===== src/rtl/pipe_ctrl_unit.sv =====
// Pipeline hazard/control unit: stalls, flushes, next-PC select,
// multicycle-op wait, and exception/interrupt entry and return.
module pipe_ctrl_unit #(
    parameter int STAGES   = 5,
    parameter int BR_STAGE = 2,
    parameter int MC_LAT   = 4,
    parameter int DATA_W   = 32
) (
    input  logic              clk,
    input  logic              reset_b,
    input  logic              load_use,
    input  logic              jump_taken,
    input  logic              jr_taken,
    input  logic              branch_taken,
    input  logic              mc_start,
    input  logic              exception_req,
    input  logic              eret,
    input  logic              irq,
    input  logic              irq_enable,
    input  logic [DATA_W-1:0] id_pc,
    output logic [STAGES-1:0] stall,
    output logic [STAGES-1:0] flush,
    output logic [2:0]        pc_sel,
    output logic [DATA_W-1:0] epc,
    output logic              in_handler,
    output logic              irq_ack,
    output logic              mc_busy
);

    localparam int CW = (MC_LAT > 1) ? $clog2(MC_LAT) : 1;

    typedef enum logic [1:0] {RUN, MC_WAIT, TRAP} state_t;

    state_t        state;
    logic [CW-1:0] cnt;
    logic          irq_pending;

    logic run, blocked;
    logic exc_trap, irq_trap, trap;
    logic br_go, eret_go, jr_go, jump_go, mc_go, lu_go;

    assign run      = (state == RUN);
    assign blocked  = branch_taken | jump_taken | jr_taken | eret | load_use;
    assign exc_trap = run & exception_req;
    assign irq_trap = run & ~exception_req & irq_pending & ~blocked;
    assign trap     = exc_trap | irq_trap;
    assign br_go    = run & ~trap & branch_taken;
    assign eret_go  = run & ~trap & ~branch_taken & eret;
    assign jr_go    = run & ~trap & ~branch_taken & ~eret & jr_taken;
    assign jump_go  = run & ~trap & ~branch_taken & ~eret & ~jr_taken
                    & jump_taken;
    assign mc_go    = run & ~trap & ~branch_taken & ~eret & ~jr_taken
                    & ~jump_taken & mc_start;
    assign lu_go    = run & ~trap & ~branch_taken & ~eret & ~jr_taken
                    & ~jump_taken & ~mc_start & load_use;

    always_comb begin
        stall  = '0;
        flush  = '0;
        pc_sel = 3'd0;
        if (state == MC_WAIT || mc_go) begin
            for (int i = 0; i <= BR_STAGE; i++) stall[i] = 1'b1;
            flush[BR_STAGE] = 1'b1;
        end else if (trap) begin
            flush[0] = 1'b1;
            flush[1] = 1'b1;
            pc_sel   = exc_trap ? 3'd4 : 3'd5;
        end else if (br_go) begin
            for (int i = 0; i < BR_STAGE; i++) flush[i] = 1'b1;
            pc_sel = 3'd1;
        end else if (eret_go) begin
            flush[0] = 1'b1;
            pc_sel   = 3'd6;
        end else if (jr_go) begin
            flush[0] = 1'b1;
            pc_sel   = 3'd3;
        end else if (jump_go) begin
            flush[0] = 1'b1;
            pc_sel   = 3'd2;
        end else if (lu_go) begin
            stall[0]          = 1'b1;
            stall[1]          = 1'b1;
            flush[BR_STAGE-1] = 1'b1;
        end
    end

    always_ff @(posedge clk or negedge reset_b) begin
        if (!reset_b) begin
            state       <= RUN;
            cnt         <= '0;
            epc         <= '0;
            in_handler  <= 1'b0;
            irq_pending <= 1'b0;
            irq_ack     <= 1'b0;
            mc_busy     <= 1'b0;
        end else begin
            irq_ack <= irq_trap;
            if (irq_trap)
                irq_pending <= 1'b0;
            else if (irq & irq_enable & ~in_handler)
                irq_pending <= 1'b1;
            case (state)
                RUN: begin
                    if (trap) begin
                        state      <= TRAP;
                        in_handler <= 1'b1;
                        if (!in_handler) epc <= id_pc;
                    end else if (eret_go) begin
                        in_handler <= 1'b0;
                    end else if (mc_go) begin
                        cnt <= CW'(MC_LAT - 1);
                        // a one-cycle op completes in its own start cycle
                        if (MC_LAT > 1) begin
                            state   <= MC_WAIT;
                            mc_busy <= 1'b1;
                        end
                    end
                end
                MC_WAIT: begin
                    cnt <= cnt - CW'(1);
                    if (cnt == CW'(1)) begin
                        state   <= RUN;
                        mc_busy <= 1'b0;
                    end
                end
                TRAP:    state <= RUN;
                default: state <= RUN;
            endcase
        end
    end

endmodule


===== config.mk =====
export PLATFORM = sky130hd
export DESIGN_NAME = pipe_ctrl_unit
export DESIGN_NICKNAME = d
export VERILOG_FILES = /design/src/rtl/pipe_ctrl_unit.sv
export SDC_FILE = /design/constraint.sdc
export NUM_CORES = 1
export LEC_CHECK = 0
export BUFFER_PORTS_ARGS = -buffer_cell sky130_fd_sc_hd__buf_2
export CORE_ASPECT_RATIO = 1.75
export CORE_MARGIN = 8
export CORE_UTILIZATION = 40
export DETAILED_ROUTE_END_ITERATION = 6
export GPL_ROUTABILITY_DRIVEN = 0
export PLACE_DENSITY = 0.72
export SYNTH_ARGS = -nofsm -noshare
export SYNTH_HDL_FRONTEND = slang
export SYNTH_SLANG_ARGS = --single-unit

===== constraint.sdc =====
create_clock -name clk -period 4.15 [get_ports clk]
set_clock_uncertainty 0.2 [all_clocks]
set_input_delay 0.83 -clock clk [delete_from_list [all_inputs] [get_ports clk]]
set_output_delay 0.83 -clock clk [all_outputs]
set_load 0.01 [all_outputs]

==> flow_metrics.py, run 1 <==
metrics = {
    "run_status": {
        "status": "finished, final reports clean",
    },
    "yosys": {
        "yosys-top-cells-count": "dfrtp_1, mux2_4, a21oi_1, buf_4, nor2_1",
        "yosysWarnings": 0,
        "synth_cell_type_count": 30,
        "seq_area_frac_synth_pct": 54.0,
        "synthArstFlopShare_pct": 100,
        "synth-adder-area-share_pct": 0.675,
        "synth_compound_area_share_pct": 5.06,
        "dominantRegCellSynth": "dfrtp_1",
        "yosys.cell_count.top_type": "dfrtp_1",
        "synth_top_family_by_area": "multiplexers",
        "synth.cell_area_um2": 1850,
        "synth-xor-area-share_pct": 0,
        "syn_inst": 127,
        "yosys.area.top_type": "dfrtp_1",
        "synth_top_area_share_pct": 54.0,
        "synth_edf_count": 0,
        "synthSimpleGateAreaFrac_pct": 7.29,
        "yosys-mux-area-fraction_pct": 25.5,
        "synth-seq-cells": 40,
        "synth_area_leaders": "dfrtp_1, mux2_4, buf_12, buf_4, a21oi_1",
        "avgSynthCellArea_um2": 14.6,
    },
    "drt": {
        "drc": 0,
        "drt_pass1_iterations": 4,
        "drtAntennaViolNets": 0,
        "wl_per_cell_um": 15.6,
        "viasPerCell": 4.68,
        "dr_total_vias": 1236,
        "wirelength_um": 4120,
        "drt_iter0_markers": 41,
    },
    "sta": {
        "setup_viol": 0,
        "rsz0062_at_grt": "no",
        "fmax_mhz": 343,
        "post-route-min-period_ns": 2.92,
        "tightest_slew_ns": 1.00,
        "hold_viol": 0,
        "period_share_pct": 70.3,
        "slew_viol_final": 0,
        "tns_ns": 0,
        "max_slew_margin_pct": 33.3,
        "setup_ws_ns": 1.23,
    },
    "hold_path": {
        "min_path_type": "reg -> reg",
        "whs_endpoint": "mc_busy",
        "hold_depth": 2,
        "min_from": "mc_busy",
    },
    "clock_network": {
        "cts_hold_buf": 0,
        "cts_setup_buffers": 0,
        "h-tree-depth": 2,
        "clockBufferDepth": 2,
        "root_buffer": "clkbuf_8",
        "cts_made_buffers": 5,
        "clock_latency_ns": 0.28,
        "clk_pin_slew_worst_paths_ns": 0.07,
        "cts_sinks": 40,
        "cts_tree": "yes",
        "cts_resized": 0,
    },
    "setup_path": {
        "rrSetupSlack_ns": 1.65,
        "reg2reg_from": "state[1]",
        "cp.required_ns": 3.12,
        "reg2reg_to": "epc[17]",
        "worstSetupEndpointType": "output pin",
        "startpoint_type": "input pin",
        "critPathKind": "in -> out",
        "crit_path_max_fanout": 7,
        "rr_worst_depth": 3,
        "arrival_ns": 1.89,
    },
    "job": {
        "drv_cap": 0,
    },
    "placed_design": {
        "dp.cells": 257,
        "port_buffers": 86,
        "place_ws_ns": 1.04,
        "dpl.hpwl_um": 3230,
    },
    "final_layout": {
        "areaGrowthSynthToFinish_pct": 26.1,
        "drive_gt1_share_pct": 61.3,
        "fillCellCount": 410,
        "final_cells": 264,
        "diodes": 0,
        "multi_input_area_um2": 731,
        "seqCellArea_um2": 1000,
        "fin_nets": 256,
    },
    "pwr": {
        "pwr-share-seq_pct": 44.2,
        "p_sw_uw": 407,
        "clkPwrFrac_pct": 19.8,
        "p_comb_share_pct": 36.0,
        "p_int_uw": 969,
        "p_leak_nw": 1.28,
        "worst_ir_drop_vdd_mv": 0.333,
        "p_sw_share_pct": 29.6,
        "powerDensity_nw_per_um2": 588,
    },
    "grt": {
        "grt_pass1_wl_um": 6670,
        "grt_max_degree": 41,
        "track_usage_pct": 11.8,
        "grt_overflow_total": 0,
        "grt.busiest_layer": "met2",
        "antenna_found_initial": 0,
        "grt_pass1_vias": 1425,
        "grt_util_met3_pct": 4.63,
        "gr-usage-met2_pct": 19.9,
        "use_met1_pct": 13.0,
    },
    "floorplanning": {
        "coreArea_um2": 4580,
        "die_h_um": 106,
        "row_count": 33,
        "io_pins": 91,
        "die_area_um2": 7160,
        "die_w_um": 67.5,
        "start_util_pct": 40.5,
    },
}
## area by class of cell
type	instances	share of cell area (%)
tap	52	2.78
multi-input combinational	75	31.2
inverter	4	0.642
clock buffer	7	4.12
sequential	40	42.8
timing repair buffer	86	18.4
## critical path, stage by stage
cell and delay, ns:
buf_2 0.11, nor3_4 0.31, a31oi_2 0.18, nor2b_1 0.19, a21oi_1 0.13, buf_2 0.14
## state kept, by name (all words and copies together) (netlist names)
register     cells
epc             32
irq_ack          1
in_handler       1
cnt              2
irq_pending      1
mc_busy          1
state            2
## kinds of logic after synthesis
family / Yosys count
compound gates: 15
other cells: 1
flops: 40
fa+ha+maj: 1
buf+inv: 15
mux: 32
simple gates: 23
## worst max path at each step
stage,start,end,cells past startpoint
floorplan,jump_taken,stall[2],4
global placement,jump_taken,epc[18],5
detailed placement,jump_taken,epc[18],5
CTS,jump_taken,flush[0],6
global route,jump_taken,flush[1],6
finish,jump_taken,flush[0],6
## power by group through the flow
stage | sequential [mW] | clock [mW] | combinational, mW
2_1_floorplan | 0.675 | 0 | 0.245
3_3_place_gp | 0.611 | 0 | 0.497
3_5_place_dp | 0.615 | 0 | 0.506
4_1_cts | 0.610 | 0.284 | 0.508
5_1_grt | 0.627 | 0.304 | 0.536
6_report | 0.608 | 0.272 | 0.496
## routing by layer
layer | wire (um) | share of wire [%]
met3 | 362 | 8.8
met2 | 2130 | 52
met5 | 0 | 0
met4 | 47 | 1.1
met1 | 1570 | 38
## stage by stage
stage          hold WS (ns)  utilization, %  power, mW  instance area (um^2)
6_report              0.274            51.0       1.38                  2340
3_5_place_dp          0.261            48.9       1.12                  2240
4_1_cts               0.279            51.0       1.40                  2340
2_1_floorplan         0.287               -      0.920                  1870
3_3_place_gp          0.256            48.9       1.11                  2240
5_1_grt               0.305            51.0       1.47                  2340
## placed cells by master, fill, tap and decap left out
cell type and n:
inv_1 4, nand4b_1 1, a31oi_1 1, a31oi_2 1, nor3_4 1, clkbuf_8 7, buf_2 86, dfrtp_1 40
conb_1 4, o31ai_1 1, nand3b_1 2, or3_2 1, a21o_1 1, nor2b_1 3, a21oi_1 7, nor2_1 5
nand2_1 4, a211oi_1 1, and2_1 1, nand2b_1 1, ha_1 1, mux2_4 30, nor4_1 1, mux2_2 2
o21ai_0 2, nand3_1 1, or2_2 2, o211ai_1 1
Power figures use the tool's default switching activity.
==> run 2, diff against run 1 <==
ABC_AREA = 1   (was unset)
PLACE_DENSITY = 0.73   (was 0.72)
clock period = 3 ns   (was 4.15 ns; I/O delays follow)
==> flow_metrics.py, run 2 <==
metrics = {
    "floorplanning": {
        "die_area_um2": 7020,
        "die_h_um": 105,
        "start_util_pct": 41.5,
        "row_count": 32,
        "die_w_um": 66.9,
        "coreArea_um2": 4360,
        "io_pins": 91,
    },
    "grt": {
        "grt_pass1_wl_um": 7830,
        "grt_pass1_vias": 1731,
        "grt_overflow_total": 0,
        "track_usage_pct": 14.2,
        "grt_max_degree": 41,
        "antenna_found_initial": 0,
    },
    "yosys": {
        "synth-seq-cells": 40,
        "synth_top_area_share_pct": 55.3,
        "seq_area_frac_synth_pct": 55.3,
        "synthArstFlopShare_pct": 100,
        "dominantRegCellSynth": "dfrtp_1",
        "yosys.area.top_type": "dfrtp_1",
        "yosys.cell_count.top_type": "nand2_1",
        "synth.cell_area_um2": 1810,
        "yosysWarnings": 0,
        "synth_edf_count": 0,
        "synth_cell_type_count": 24,
        "yosys-top-cells-count": "nand2_1, dfrtp_1, nand3_1, nor2_1, inv_1",
        "synth_area_leaders": "dfrtp_1, nand2_1, nand3_1, buf_4, nor2_1",
        "syn_inst": 209,
        "avgSynthCellArea_um2": 8.66,
    },
    "pwr": {
        "pwr-share-seq_pct": 44.5,
        "p_int_mw": 1.18,
        "p_leak_nw": 1.40,
        "p_sw_share_pct": 34.0,
        "p_comb_share_pct": 32.0,
        "p_sw_uw": 610,
        "clkPwrFrac_pct": 23.5,
        "powerDensity_nw_per_um2": 771,
        "worst_ir_drop_vdd_mv": 0.412,
        "power.total_mw": 1.79,
    },
    "setup_path": {
        "cpMaxStageDelayCell": "a21oi_1",
        "critPathKind": "in -> out",
        "arrival_ns": 1.63,
        "path_buf_inv": 5,
        "reg2reg_from": "state[0]",
        "crit_family": "buffers and inverters",
        "crit_path_max_fanout": 4,
        "rr_worst_depth": 9,
        "reg2reg_to": "epc[2]",
        "critPathMostFrequentCell": "buf_2",
        "worstSetupEndpointType": "output pin",
        "slowest_delay_ns": 0.19,
        "rrSetupSlack_ns": 0.90,
        "crit_path_start": "branch_taken",
        "startpoint_type": "input pin",
        "cp_cell_sequence": "buf_2 -> inv_1 -> nand2_1 -> nor2_1 -> nand3_2 -> inv_2 -> nor2_4 -> inv_4 -> a21oi_1 -> o21ai_0 -> buf_2",
        "cp.required_ns": 2.20,
    },
    "hold_path": {
        "min_path_type": "in -> async",
    },
    "clock_network": {
        "cts_setup_buffers": 0,
        "root_buffer": "clkbuf_8",
        "cts_hold_buf": 0,
        "cts_sinks": 40,
        "cts_made_buffers": 5,
        "h-tree-depth": 2,
        "clock_latency_ns": 0.29,
        "clockBufferDepth": 2,
        "clk_pin_slew_worst_paths_ns": 0.08,
        "cts_resized": 0,
        "cts_tree": "yes",
    },
    "sta": {
        "slew_viol_final": 0,
        "rsz0062_at_grt": "no",
        "period_share_pct": 81.0,
        "tns_ns": 0,
        "setup_viol": 0,
        "max_slew_margin_pct": 42.2,
        "tightest_slew_ns": 0.868,
        "setup_ws_ns": 0.569,
        "post-route-min-period_ns": 2.43,
        "hold_slack_ns": 0.221,
        "hold_viol": 0,
        "fmax_mhz": 411,
    },
    "job": {
        "drv_cap": 0,
    },
    "drt": {
        "viasPerCell": 4.76,
        "drtAntennaViolNets": 0,
        "wl_per_cell_um": 13.9,
        "drt_iter0_markers": 48,
        "wirelength_um": 4770,
        "drt_pass1_iterations": 4,
        "dr_total_vias": 1639,
        "drc": 0,
    },
    "placed_design": {
        "place_ws_ns": 0.569,
        "port_buffers": 86,
        "dpl.hpwl_um": 3710,
    },
    "final_layout": {
        "largest_registers": "epc: 32 flops, cnt: 2 flops, state: 2 flops",
        "final_cell_mix": "buf_2, nand2_1, dfrtp_1",
        "areaGrowthSynthToFinish_pct": 28.5,
        "largest_reg_flops": 32,
        "largest_register": "epc",
        "layout_commonest_cell": "buf_2",
        "fin_nets": 336,
        "drive_gt1_share_pct": 36.9,
        "diodes": 0,
    },
    "run_status": {
        "status": "finished, final reports clean",
    },
}
## run 2: cell type report
type                            count  area, um^2
Multi-Input combinational cell    143         653
Clock inverter                      2        35.0
Inverter                           14        55.1
Tap cell                           51        63.8
Sequential cell                    40        1000
Fill cell                         446        2040
Timing Repair Buffer               88         445
Clock buffer                        6        72.6
## run 2: through the flow
step | std cells | cell area, um^2 | util (%)
global route | 344 | 2330 | 53.3
detailed placement | 336 | 2220 | 50.8
floorplan | 212 | 1820 | -
CTS | 344 | 2330 | 53.3
global placement | 336 | 2220 | 50.8
finish | 344 | 2330 | 53.3
## run 2: worst max-delay path by stage
stage                     to  slack (ns)  cells past startpoint
global placement     epc[20]        0.60                     12
global route        flush[0]        0.43                     11
detailed placement  flush[0]        0.57                     11
CTS                 flush[0]        0.56                     11
floorplan           stall[1]        0.74                      9
finish              flush[0]        0.57                     11
## run 2: kinds of logic (layout without fill, tap and decap cells)
kind of cell,count (synthesis),in the layout,synth area share (%)
AND/OR/NAND/NOR,132,132,32.7
other,1,4,0.207
AO/OA/AOI/OAI,6,6,1.87
buffers and inverters,29,110,9.26
flip-flops,40,40,55.3
adder cells (fa/ha/maj),1,1,0.691
## run 2: power groups by stage
stage | clock [mW] | combinational (mW) | sequential (mW)
after global placement | 0 | 0.578 | 0.802
after CTS | 0.435 | 0.592 | 0.799
after floorplan | 0 | 0.246 | 0.886
final | 0.422 | 0.574 | 0.797
after global routing | 0.453 | 0.653 | 0.825
after detailed placement | 0 | 0.591 | 0.809
## run 2: metal layers
layer  global-route usage [%]  vias to the layer above  share of wire [%]
met2                     25.2                       53                 55
met5                        0                        -                  0
met4                     8.42                        0                4.0
met1                     14.1                      757                 34
met3                     3.32                       15                6.6
li1                         -                      814                  -
==> run 3, diff against run 2 <==
clock period = 2.4 ns   (was 3 ns; I/O delays follow)
==> flow_metrics.py, run 3 (synthesis gave the netlist of run 2 again) <==
metrics = {
    "setup_path": {
        "crit_family": "simple AND/OR/NAND/NOR gates",
        "cpMaxStageDelayCell": "dfrtp_1",
        "rrSetupSlack_ns": 0.34,
        "reg2reg_from": "state[0]",
        "startpoint_type": "register",
        "path_buf_inv": 3,
        "critPathMostFrequentCell": "nor2_4",
        "critPathKind": "reg -> out",
        "arrival_ns": 1.57,
        "slowest_delay_ns": 0.41,
        "crit_path_start": "state[0]",
        "cp.required_ns": 1.72,
        "cp_cell_sequence": "nor2_4 -> inv_1 -> nor2_2 -> nor2_4 -> inv_4 -> a21oi_2 -> a21oi_1 -> buf_2",
        "crit_path_max_fanout": 5,
        "worstSetupEndpointType": "output pin",
    },
    "clock_network": {
        "clock_latency_ns": 0.28,
        "clockBufferDepth": 2,
        "h-tree-depth": 2,
        "root_buffer": "clkbuf_8",
        "cts_setup_buffers": 0,
        "cts_made_buffers": 5,
        "cts_hold_buf": 0,
        "cts_sinks": 40,
        "clk_pin_slew_worst_paths_ns": 0.08,
        "cts_resized": 0,
        "cts_tree": "yes",
    },
    "sta": {
        "fmax_mhz": 444,
        "tns_ns": 0,
        "hold_slack_ns": 0.0324,
        "max_slew_margin_pct": 66.2,
        "tightest_slew_ns": 0.507,
        "slew_viol_final": 0,
        "setup_ws_ns": 0.148,
        "period_share_pct": 93.8,
        "post-route-min-period_ns": 2.25,
        "rsz0062_at_grt": "no",
        "hold_viol": 0,
        "setup_viol": 0,
    },
    "floorplanning": {
        "die_h_um": 105,
        "row_count": 32,
        "coreArea_um2": 4360,
        "die_area_um2": 7020,
        "start_util_pct": 41.5,
        "io_pins": 91,
        "die_w_um": 66.9,
    },
    "hold_path": {
        "min_path_type": "in -> async",
    },
    "drt": {
        "drt_iter0_markers": 80,
        "dr_total_vias": 1596,
        "wl_per_cell_um": 13.5,
        "drc": 0,
        "wirelength_um": 4660,
        "highest_layer": "met4",
        "dr_wl_met2_um": 2530,
        "m1WireLength_um": 1620,
        "drtAntennaViolNets": 0,
        "drt_pass1_iterations": 4,
        "viasPerCell": 4.63,
        "dr_wl_met3_um": 393,
    },
    "grt": {
        "grt_pass1_wl_um": 7590,
        "grt_max_degree": 41,
        "antenna_found_initial": 0,
        "grt_pass1_vias": 1599,
        "track_usage_pct": 13.4,
        "grt_overflow_total": 0,
    },
    "final_layout": {
        "layout_commonest_cell": "buf_2",
        "fillCellCount": 445,
        "largest_reg_flops": 32,
        "areaGrowthSynthToFinish_pct": 29.1,
        "largest_register": "epc",
        "drive_gt1_share_pct": 37.4,
        "fin_nets": 337,
        "diodes": 0,
        "final_util_pct": 53.6,
        "final_cells": 345,
        "final_design_area_no_fill_um2": 2340,
        "largest_registers": "epc: 32 flops, cnt: 2 flops, state: 2 flops",
        "final_cell_mix": "buf_2, nand2_1, dfrtp_1",
    },
    "job": {
        "drv_cap": 0,
    },
    "placed_design": {
        "place_area_um2": 2230,
        "dpl.hpwl_um": 3580,
        "dp.cells": 337,
        "place_ws_ns": 0.141,
        "port_buffers": 86,
    },
    "pwr": {
        "p_leak_nw": 1.41,
        "worst_ir_drop_vdd_mv": 0.628,
        "power.total_mw": 2.25,
        "powerDensity_nw_per_um2": 961,
    },
    "run_status": {
        "status": "finished, final reports clean",
    },
}
## run 3: per-layer routing
metal / GRT usage [%] / vias up
met5: 0 / -
met4: 5.56 / 0
met3: 4.39 / 7
met2: 23.8 / 48
met1: 13.7 / 730
li1: - / 811
## run 3: report_power, final
| part | switching, mW | internal, mW |
|---|---|---|
| combinational | 0.428 | 0.284 |
| clock | 0.222 | 0.309 |
| sequential | 0.114 | 0.889 |
| total | 0.764 | 1.48 |
## run 3: path summary, 6_finish.rpt
| kind | end | cells past startpoint |
|---|---|---|
| worst max-delay path | pc_sel[0] | 8 |
| worst min-delay path | epc[7] | 2 |
| worst max register to register | epc[20] | 9 |
| worst min register to register | epc[11] | 2 |
| max in group asynchronous | cnt[1] | 2 |
| min in group clk | epc[31] | 3 |
## run 3: layout make-up
type	count	area, um^2	share of cell area [%]
sequential	40	1000	42.8
inverter	14	55.1	2.36
clock buffer	6	72.6	3.10
tap	51	63.8	2.73
multi-input combinational	143	657	28.1
clock inverter	2	35.0	1.50
timing repair buffer	89	453	19.4
